<file path="config.mk">
export PLATFORM = sky130hd
export DESIGN_NAME = fold_mac_ctrl
export DESIGN_NICKNAME = d
export VERILOG_FILES = /design/src/rtl/fold_mac_ctrl.sv
export SDC_FILE = /design/constraint.sdc
export NUM_CORES = 1
export LEC_CHECK = 0
export BUFFER_PORTS_ARGS = -buffer_cell sky130_fd_sc_hd__buf_2
export CAP_MARGIN = 40
export CORE_UTILIZATION = 54
export CTS_CLUSTER_SIZE = 10
export DETAILED_ROUTE_END_ITERATION = 6
export HOLD_SLACK_MARGIN = 0.05
export PLACE_DENSITY = 0.69
export SYNTH_ARGS = -nofsm -noshare
export SYNTH_HDL_FRONTEND = slang
export SYNTH_SLANG_ARGS = --single-unit
</file>
<file path="constraint.sdc">
create_clock -name clk -period 8.93 [get_ports clk]
set_clock_uncertainty 0.05 [all_clocks]
set_input_delay 0.893 -clock clk [delete_from_list [all_inputs] [get_ports clk]]
set_output_delay 0.893 -clock clk [all_outputs]
set_load 0.005 [all_outputs]
</file>
<file path="src/rtl/fold_mac_ctrl.sv">
// fold_mac_ctrl: sequential single-multiplier FIR controller.
// Steps one MAC per cycle through the delay line against an externally registered coefficient mux.
`default_nettype none

module fold_mac_ctrl #(
  parameter int TAPS = 24,
  parameter int DW   = 8,
  parameter int CW   = 10,
  parameter int AW   = 23
) (
  input  logic                 clk,
  input  logic                 rst,
  input  logic                 in_valid,
  input  logic signed [DW-1:0] x_in,
  output logic                 in_ready,
  output logic [5:0]           cnt,
  input  logic signed [CW-1:0] coefficient,
  output logic signed [AW-1:0] y_out,
  output logic                 out_valid
);

  localparam int         PW   = CW + DW;
  localparam int         IW   = (TAPS > 1) ? $clog2(TAPS) : 1;
  localparam logic [5:0] LAST = 6'(TAPS - 1);

  typedef enum logic [1:0] {
    IDLE  = 2'd0,
    RUN   = 2'd1,
    FLUSH = 2'd2
  } state_t;

  state_t                state, state_nxt;
  logic [5:0]            cnt_nxt;
  logic                  accept, acc_en, done;
  logic signed [DW-1:0]  dline [TAPS];
  logic signed [DW-1:0]  tap, tap_sel;
  logic signed [PW-1:0]  prod;
  logic signed [AW-1:0]  acc, prod_ext, sum;

  assign in_ready = (state == IDLE);
  assign accept   = in_valid & in_ready;

  always_ff @(posedge clk or posedge rst) begin
    if (rst) begin
      state <= IDLE;
      cnt   <= 6'd0;
    end else begin
      state <= state_nxt;
      cnt   <= cnt_nxt;
    end
  end

  // The coefficient for index k arrives one cycle after cnt==k, together with
  // the tap captured on the same edge, so accumulation starts at the second RUN edge.
  always_comb begin
    state_nxt = state;
    cnt_nxt   = cnt;
    acc_en    = 1'b0;
    done      = 1'b0;
    case (state)
      IDLE: begin
        if (accept) begin
          state_nxt = RUN;
          cnt_nxt   = 6'd0;
        end
      end
      RUN: begin
        acc_en = (cnt != 6'd0);
        if (cnt == LAST) begin
          state_nxt = FLUSH;
          cnt_nxt   = 6'd0;
        end else begin
          cnt_nxt = cnt + 6'd1;
        end
      end
      FLUSH: begin
        acc_en    = 1'b1;
        done      = 1'b1;
        state_nxt = IDLE;
      end
      default: begin
        state_nxt = IDLE;
        cnt_nxt   = 6'd0;
      end
    endcase
  end

  always_comb begin
    tap_sel = '0;
    if ({1'b0, cnt} < 7'(TAPS))
      tap_sel = dline[cnt[IW-1:0]];
  end

  assign prod     = PW'(coefficient) * PW'(tap);
  assign prod_ext = AW'(prod);
  assign sum      = acc + prod_ext;

  always_ff @(posedge clk or posedge rst) begin
    if (rst) begin
      for (int k = 0; k < TAPS; k++)
        dline[k] <= '0;
      tap       <= '0;
      acc       <= '0;
      y_out     <= '0;
      out_valid <= 1'b0;
    end else begin
      tap       <= tap_sel;
      out_valid <= done;
      if (accept) begin
        dline[0] <= x_in;
        for (int k = 1; k < TAPS; k++)
          dline[k] <= dline[k-1];
        acc <= '0;
      end else if (acc_en) begin
        acc <= sum;
      end
      // Final product folds straight into the output so y_out lands with out_valid.
      if (done)
        y_out <= sum;
    end
  end

endmodule

`default_nettype wire

</file>
# --- Word-level counts from Yosys, hierarchy flattened ---
# Index checks and enable logic that the tools add are counted.
totals:
  ff_bits: 255
  latchBits: 0
  ram_bits: 0
  romBits: 0
  inputBits: 21
  out_inout_bits: 31
  elab_cells: 62
  n_memories: 0
classes:
  add_sub_neg: 2
  multipliers: 1
  div_mod_pow: 0
  magnitude_cmp: 2
  eq_ne: 5
  shift: 0
  muxes: 14
  bitwise_logic: 3
  n_reduce_logical: 5
ops:
  columns: ["op", "count"]
  rows:
  - ["$mux W23", 2]
  - ["$bmux W8 S5", 1]
  - ["$mux W8", 3]
  - ["$add A23 B18 Y23", 1]
  - ["$mul A10 B8 Y18", 1]
  - ["$pmux W6 S3", 1]
  - ["$mux W6", 2]
  - ["$add A6 B1 Y6 const B", 1]
  - ["$eq A6 B5 Y1 const B", 1]
  - ["$ge A6 B6 Y1 const B", 1]
  - ["$lt A6 B5 Y1 const B", 1]
  - ["$not A5 Y6", 1]
  - ["$reduce_bool A6 Y1", 1]
  - ["$mux W2", 2]
  - ["$pmux W2 S2", 1]
  - ["$reduce_and A2 Y1", 2]
  - ["$eq A2 B1 Y1 const B", 1]
  - ["$eq A2 B2 Y1 const B", 1]
  - ["$logic_not A2 Y1", 1]
  - ["$ne A2 B1 Y1 const B", 1]
  - ["$ne A2 B2 Y1 const B", 1]
  - ["$pmux W1 S2", 1]
  - ["$reduce_bool A2 Y1", 1]
  - ["$and A1 B1 Y1", 1]
  - ["2 further kinds", 2]

# --- Longest topological paths before layout ---
# Gate-level depths: netlist of the first run.
logic_depth:
  word_depth: 5
  depth_mapped: 20
  mapped_depth_nobuf: 19

# --- Worst setup path after synthesis of the first run ---
# OpenSTA, ideal clock, no wires.
synth_path:
  path_type: "input -> register"
  start: "in coefficient[9]"
  end: "reg y_out[20]"
  setup_time_ns: 0.125
  arrival_ns: 5.594
  t_required_ns: 8.755
  path_slack_ns: 3.161
  cell_stages: 17
  path_buffers: 1
  path_cell_list: "and2_1 > fa_1 > fa_1 > inv_1 > fa_1 > inv_1 > fa_1 > ha_1 > ha_1 > buf_6 > a2111oi_0 > o21a_1 > o31a_4 > a21oi_4 > a41oi_1 > xnor2_1 > mux2_2"
synth_between:
  elab_chain_cells: 2
synth_lines:
  columns: ["element", "line", "source"]
  rows:
  - ["start, declared", "17", "input logic signed [CW-1:0] coefficient,"]
  - ["$mul A10 B8 Y18", "94", "assign prod = PW'(coefficient) * PW'(tap);"]
  - ["$add A23 B18 Y23", "96", "assign sum = acc + prod_ext;"]
  - ["end signal, assigned", "119", "y_out <= sum;"]
  - ["end, declared", "18", "output logic signed [AW-1:0] y_out,"]
# Every way passes these cells.
# A chain may end at the register's enable or synchronous reset.

# --- Worst setup path in the final report of the first run ---
layout_path:
  start: "reg tap[1]"
  end: "reg acc[21]"
layout_between:
  elab_chain_cells: 4
layout_lines:
  columns: ["element", "line", "source"]
  rows:
  - ["start, declared", "36", "logic signed [DW-1:0] tap, tap_sel;"]
  - ["start signal, assigned", "107", "tap <= tap_sel;"]
  - ["$mul A10 B8 Y18", "94", null]
  - ["$add A23 B18 Y23", "96", null]
  - ["$mux W23", "114", "end else if (acc_en) begin"]
  - ["$mux W23", "109", "if (accept) begin"]
  - ["end signal, assigned", "115", "acc <= sum;"]
  - ["end, declared", "38", "logic signed [AW-1:0] acc, prod_ext, sum;"]
# Every way passes these cells. The select of a mux whose other input is x is not followed.

==> run_results.csv, run 1 <==
group,metric,value,unit
finish,num_antenna_cells,0,
worst_setup_path,crit_family,"adder cells",
finish,multi_input_area,8413,sq um
clock_tree,cts_tree,"yes",
route,wl_per_cell,15.84,um
clock_tree,cts_buffers,29,
finish,nets,1809,
flow_run,maxCapViolations,0,
timing,worstMarginPinSlew,0.9069,ns
floorplan,rows,61,
timing,setup_tns,0,ns
floorplan,die-area,29570,sq um
floorplan,fp.dieW,171.9,um
grt,globalRouteOverflowTotal,0,
worst_setup_path,crit_chain,"and2_1 -> fa_1 -> fa_1 -> inv_1 -> fa_1 -> fa_1 -> inv_1 -> ha_1 -> ha_1 -> and2_0 -> nand4_2 -> o211a_1 -> o211ai_1 -> nand2_1 -> or4b_1 -> a31oi_1",
finish,area_growth_syn_to_layout,8.865,%
finish,final_util,60.45,%
synthesis,synth-edff-count,0,
worst_setup_path,end_kind,"register",
synthesis,ys_seq_area_share,40.91,%
finish,fillers,2400,
worst_setup_path,path_buf_inv,2,
timing,fin_crit_sh,65.38,%
synthesis,synthTopCellsByArea,"dfrtp_1 41%, nand2_1 16%, fa_1 14%",
clock_tree,cts-resized-gates,0,
worst_setup_path,critPathSlowestCell,"and2_1",
finish,final_cell_mix,"649 x nand2_1, 253 x dfrtp_1, 126 x inv_1, 106 x fa_1, 57 x ha_1",
route,vias,10700,
worst_setup_path,crit_fanout,13,
synthesis,ys.flop_type,"dfrtp_1",
clock_tree,post_cts_buffers,0,
clock_tree,ctsHoldBuffers,0,
place,io_buffers,51,
place,place_congestion,0.8997,
clock_tree,cts-htree-levels,1,
synthesis,ys_ff_latch,255,
outcome,status,"finished, final reports clean",
synthesis,postSynthCellCount,1607,
worst_setup_path,cp.required,9.32,ns
synthesis,ys_async_sr_fraction,100.0,%
clock_tree,clockRootBuffer,"clkbuf_16",
route,drt-initial-drc-count,720,
worst_setup_path,crit_path_max_incr_delay,0.66,ns
route,first_pass_iters,7,
finish,final_common_cell,"nand2_1",
grt,antenna_found_initial,0,
timing,setup_violations,0,
floorplan,die_y,171.9,um
route,routed_wl,31.76,mm
timing,period_needed,5.838,ns
finish,drive_gt1_share,11.92,%
synthesis,synth_top_area_share,40.91,%
finish,stdcell_area,16980,sq um
timing,slew-limit-headroom,39.54,%
synthesis,synth_area_leader_cell,"dfrtp_1",
synthesis,syn_area,15600,sq um
synthesis,synth_cell_types,55,
worst_setup_path,critPathMostFrequentCell,"fa_1",
hold_path,hold_class,"primary input to async pin",
finish,ff_latch_area,6386,sq um
grt,grt_pass1_wl,54.71,mm
synthesis,syn_nets,1791,
timing,hold_viol,0,
clock_tree,path_clk_slew,0.06,ns
synthesis,synth_warnings,0,
place,placed_cell_area,16210,sq um
worst_setup_path,start_kind,"register",
route,routed_via_density,5.337,
grt,grt_pass1_vias,10980,
synthesis,syn_area_per_cell,9.705,sq um
place,dp_hpwl,21.62,mm
floorplan,ios,52,
clock_tree,clk_latency,0.54,ns
floorplan,initial_core_util,55.53,%
grt,grt_max_degree,116,
route,antenna_left,0,
worst_setup_path,crit_type,"register to register",
timing,rsz0062_at_grt,"false",
route,drc,0,
worst_setup_path,worstPathArrival,6.23,ns
floorplan,coreArea,28090,sq um
clock_tree,clkSinkCount,255,
timing,max_freq,171.3,MHz
clock_tree,clock_path_buffers,3,
grt,grtUsageTotal,23.24,%
timing,slew_violations,0,
## area by class of cell
type                       instances  area share [%]
multi-input combinational       1143           49.55
clock inverter                     2          0.2284
tap                              378           2.786
timing repair buffer              67           2.609
clock buffer                      31           4.318
inverter                         129           2.896
sequential                       255           37.61
## registers in the layout, summed over array words and instances (netlist names)
register   flops
out_valid      1
tap            8
dline        192
state          2
y_out         23
cnt            6
acc           23
## path summary, 6_finish.rpt
path / startpoint / to / slack (ns) / cells past startpoint
hold / removal: rst / y_out[5]$_DFFE_PP0P_ / 0.19 / 2
min in group clk: dline[4]$_DFFE_PP0P_ / dline[4]$_DFFE_PP0P_ / 0.42 / 2
max in group asynchronous: rst / dline[103]$_DFFE_PP0P_ / 7.07 / 4
hold reg to reg: dline[4]$_DFFE_PP0P_ / dline[4]$_DFFE_PP0P_ / 0.42 / 2
setup / recovery: tap[1]$_DFF_PP0_ / acc[21]$_DFFE_PP0P_ / 3.09 / 16
setup reg to reg: tap[1]$_DFF_PP0_ / acc[21]$_DFFE_PP0P_ / 3.09 / 16
## cells in the mapped netlist, types with 6 or more instances
library cell / n
ha_1: 57
a21o_1: 10
dfrtp_1: 255
nand3_1: 6
fa_1: 106
a31oi_1: 6
o21ai_0: 17
and2_1: 38
nor2_1: 39
nand2_1: 650
mux2_2: 26
mux4_2: 56
buf_2: 7
xnor2_1: 17
a211oi_1: 7
xor2_1: 6
clkbuf_1: 67
a21oi_1: 32
inv_1: 127
a22oi_1: 8
## cells by family after synthesis
family                     share of synthesized area (%)
adders and majority gates                          18.18
AOI/OAI and AO/OA                                  4.741
muxes                                              10.09
and+or+nand+nor                                    19.55
buffers and inverters                              5.231
DFF                                                40.91
xor gates and xnor gates                           1.292
## per-stage QoR
stage                     worst slack, ns  std cells  hold slack, ns
final                               3.092       2005          0.1872
after global routing                2.716       2005          0.1706
after CTS                           3.078       2005          0.1670
after detailed placement            2.657       1972          0.4089
after global placement              2.642       1968          0.4038
after floorplan                    0.9736       1607          0.3906
## routing by layer
layer  vias to the layer above  global-route usage, %  share of wire, %
met4                         0                  5.694               1.9
li1                       5129                      -                 -
met5                         -                      0                 0
met3                        42                  2.564               3.6
met2                       175                  38.74                49
met1                      5354                  32.78                46
Power of run 1 is not shown: default switching activity piles up to over one toggle a cycle in this logic, so the estimate is an artifact.
==> inputs of run 2 (changes only) <==
--- a/config.mk
+++ b/config.mk
@@ -11,7 +11,7 @@
 export CTS_CLUSTER_SIZE = 10
 export DETAILED_ROUTE_END_ITERATION = 6
 export HOLD_SLACK_MARGIN = 0.05
-export PLACE_DENSITY = 0.69
+export PLACE_DENSITY = 0.72
 export SYNTH_ARGS = -nofsm -noshare
 export SYNTH_HDL_FRONTEND = slang
 export SYNTH_SLANG_ARGS = --single-unit
==> constraint.sdc (replaced) <==
create_clock -name clk -period 4.7 [get_ports clk]
set_clock_uncertainty 0.05 [all_clocks]
set_input_delay 0.47 -clock clk [delete_from_list [all_inputs] [get_ports clk]]
set_output_delay 0.47 -clock clk [all_outputs]
set_load 0.005 [all_outputs]
==> run 2 against run 1 <==
Against the previous run:
- the run now ends with setup timing left
- die area unchanged
- sequential share of layout area down 3.1 points
- worst hold slack worse by 0.11 ns
- critical path depth down 1
- via count up 6.8%
- register-to-register slack worse by 3.5 ns
- non-clock buffer count up 107
- wire length up 10%
- setup slack worse by 3.5 ns
- critical endpoint is now acc[20]$_DFFE_PP0P_
- largest cell class unchanged
==> run_results.csv, run 2 (same netlist as run 1, synthesis figures left out) <==
group,metric,value,unit
finish,top_register,"dline",
floorplan,die-area,29570,sq um
route,antenna_left,0,
floorplan,die_y,171.9,um
timing,period_needed,5.149,ns
worst_setup_path,crit_type,"register to register",
clock_tree,clockRootBuffer,"clkbuf_16",
floorplan,coreArea,28090,sq um
outcome,status,"complete, but fails checks",
timing,worstMarginPinSlew,0.9047,ns
grt,globalRouteOverflowTotal,0,
grt,antenna_found_initial,0,
route,vias,11420,
timing,whs,0.07729,ns
clock_tree,clkSinkCount,255,
route,wl_per_cell,16.57,um
worst_setup_path,start_kind,"register",
floorplan,fp.dieW,171.9,um
floorplan,rows,61,
clock_tree,cts-htree-levels,1,
timing,slew_violations,0,
place,place_congestion,0.8453,
flow_run,maxCapViolations,0,
finish,final_common_cell,"nand2_1",
route,routed_wl,35.02,mm
finish,num_antenna_cells,0,
worst_setup_path,ff2ff_path_depth,15,
floorplan,initial_core_util,55.53,%
timing,max_freq,194.2,MHz
route,routed_via_density,5.404,
route,first_pass_iters,7,
place,dp_slack,-0.5265,ns
finish,final_util,65.91,%
finish,largest_register_ffs,192,
finish,drive_gt1_share,22.81,%
clock_tree,clock_path_buffers,3,
outcome,failed_checks,"setup timing",
place,io_buffers,51,
finish,nets,1916,
clock_tree,cts_tree,"yes",
route,drc,0,
grt,grt_pass1_wl,58.46,mm
timing,rsz0062_at_grt,"true",
place,dp_hpwl,23.24,mm
timing,fin_crit_sh,109.5,%
grt,grtUsageTotal,24.75,%
grt,grt_max_degree,121,
floorplan,ios,52,
hold_path,holdPathStages,3,
worst_setup_path,worstPathArrival,5.57,ns
timing,setup_violations,25,
clock_tree,cts_buffers,29,
worst_setup_path,cp.required,5.12,ns
finish,area_growth_syn_to_layout,18.69,%
clock_tree,path_clk_slew,0.06,ns
finish,final_cells,2114,
finish,final_cell_mix,"642 x nand2_1, 245 x dfrtp_1, 115 x inv_1, 98 x fa_1, 97 x buf_4",
grt,grt_pass1_vias,11720,
timing,slew-limit-headroom,39.69,%
route,drt-initial-drc-count,840,
worst_setup_path,crit_fanout,5,
place,place_inst,2056,
finish,top_regs,"dline (192), acc (23), y_out (23)",
hold_path,hold_class,"primary input to register",
worst_setup_path,end_kind,"register",
timing,hold_viol,0,
timing,setup_slack,-0.4485,ns
clock_tree,clk_latency,0.54,ns
==> run 2: cell types whose count changed in the layout (fill, tap and decap cells not counted), sizes merged <==
cell         change
clkinvlp         +1
inv              -1
bufinv           -1
clkinv           -1
buf            +106
dlygate4sd3      +1
clkbuf           +4
==> run 2: through the flow <==
| stage | instance area (sq um) | setup TNS (ns) |
|---|---|---|
| 2_1_floorplan | 15710 | -0.9793 |
| 3_3_place_gp | 16910 | -7.412 |
| 3_5_place_dp | 16980 | -8.817 |
| 4_1_cts | 18240 | -3.150 |
| 5_1_grt | 18510 | -8.826 |
| 6_report | 18510 | -5.490 |
==> run 2: layout make-up <==
class                           count  area (sq um)
Timing Repair Buffer              174          1369
Tap cell                          378         473.0
Fill cell                        2121          9575
Clock buffer                       35         758.2
Inverter                          129         490.5
Multi-Input combinational cell   1143          9025
Sequential cell                   255          6396
==> run 2: worst max-delay path, stage by stage (launching register included) <==
cell	delay [ns]
dfrtp_2	0.44
nand2_2	0.09
fa_1	0.58
inv_2	0.05
fa_1	0.48
fa_1	0.59
fa_1	0.44
fa_1	0.51
ha_4	0.32
o21ai_2	0.08
o21a_1	0.18
o31a_4	0.36
a21oi_4	0.24
nand4_1	0.14
or4_4	0.44
nand3_2	0.09
==> run 2: path summary, 6_finish.rpt <==
check / from / end / slack (ns)
worst max-delay path: tap[1]$_DFF_PP0_ / acc[20]$_DFFE_PP0P_ / -0.45
worst min-delay path: x_in[6] / dline[190]$_DFFE_PP0P_ / 0.08
worst max register to register: tap[1]$_DFF_PP0_ / acc[20]$_DFFE_PP0P_ / -0.45
worst min register to register: dline[0]$_DFFE_PP0P_ / dline[0]$_DFFE_PP0P_ / 0.43
max in group asynchronous: rst / dline[162]$_DFFE_PP0P_ / 2.89
min in group asynchronous: rst / acc[10]$_DFFE_PP0P_ / 0.52
==> run 2: repair_timing <==
| action | in CTS | in global routing |
|---|---|---|
| endpoints found under the setup margin | 27 | 26 |
| hold buffers | 1 | 0 |
| gates resized for setup | 69 | 55 |
| pin swaps | 25 | 34 |
| buffers inserted | 18 | 8 |
| endpoints found under the hold margin | 23 | 0 |
==> run 2: per-layer routing <==
| metal | GRT usage [%] | up-vias | wire length, um |
|---|---|---|---|
| met4 | 6.926 | 0 | 966 |
| li1 | - | 5346 | - |
| met5 | 0 | - | 0 |
| met3 | 3.227 | 80 | 1583 |
| met1 | 33.39 | 5726 | 14710 |
| met2 | 42.18 | 271 | 17760 |
Power of run 2 is left out for the same reason.
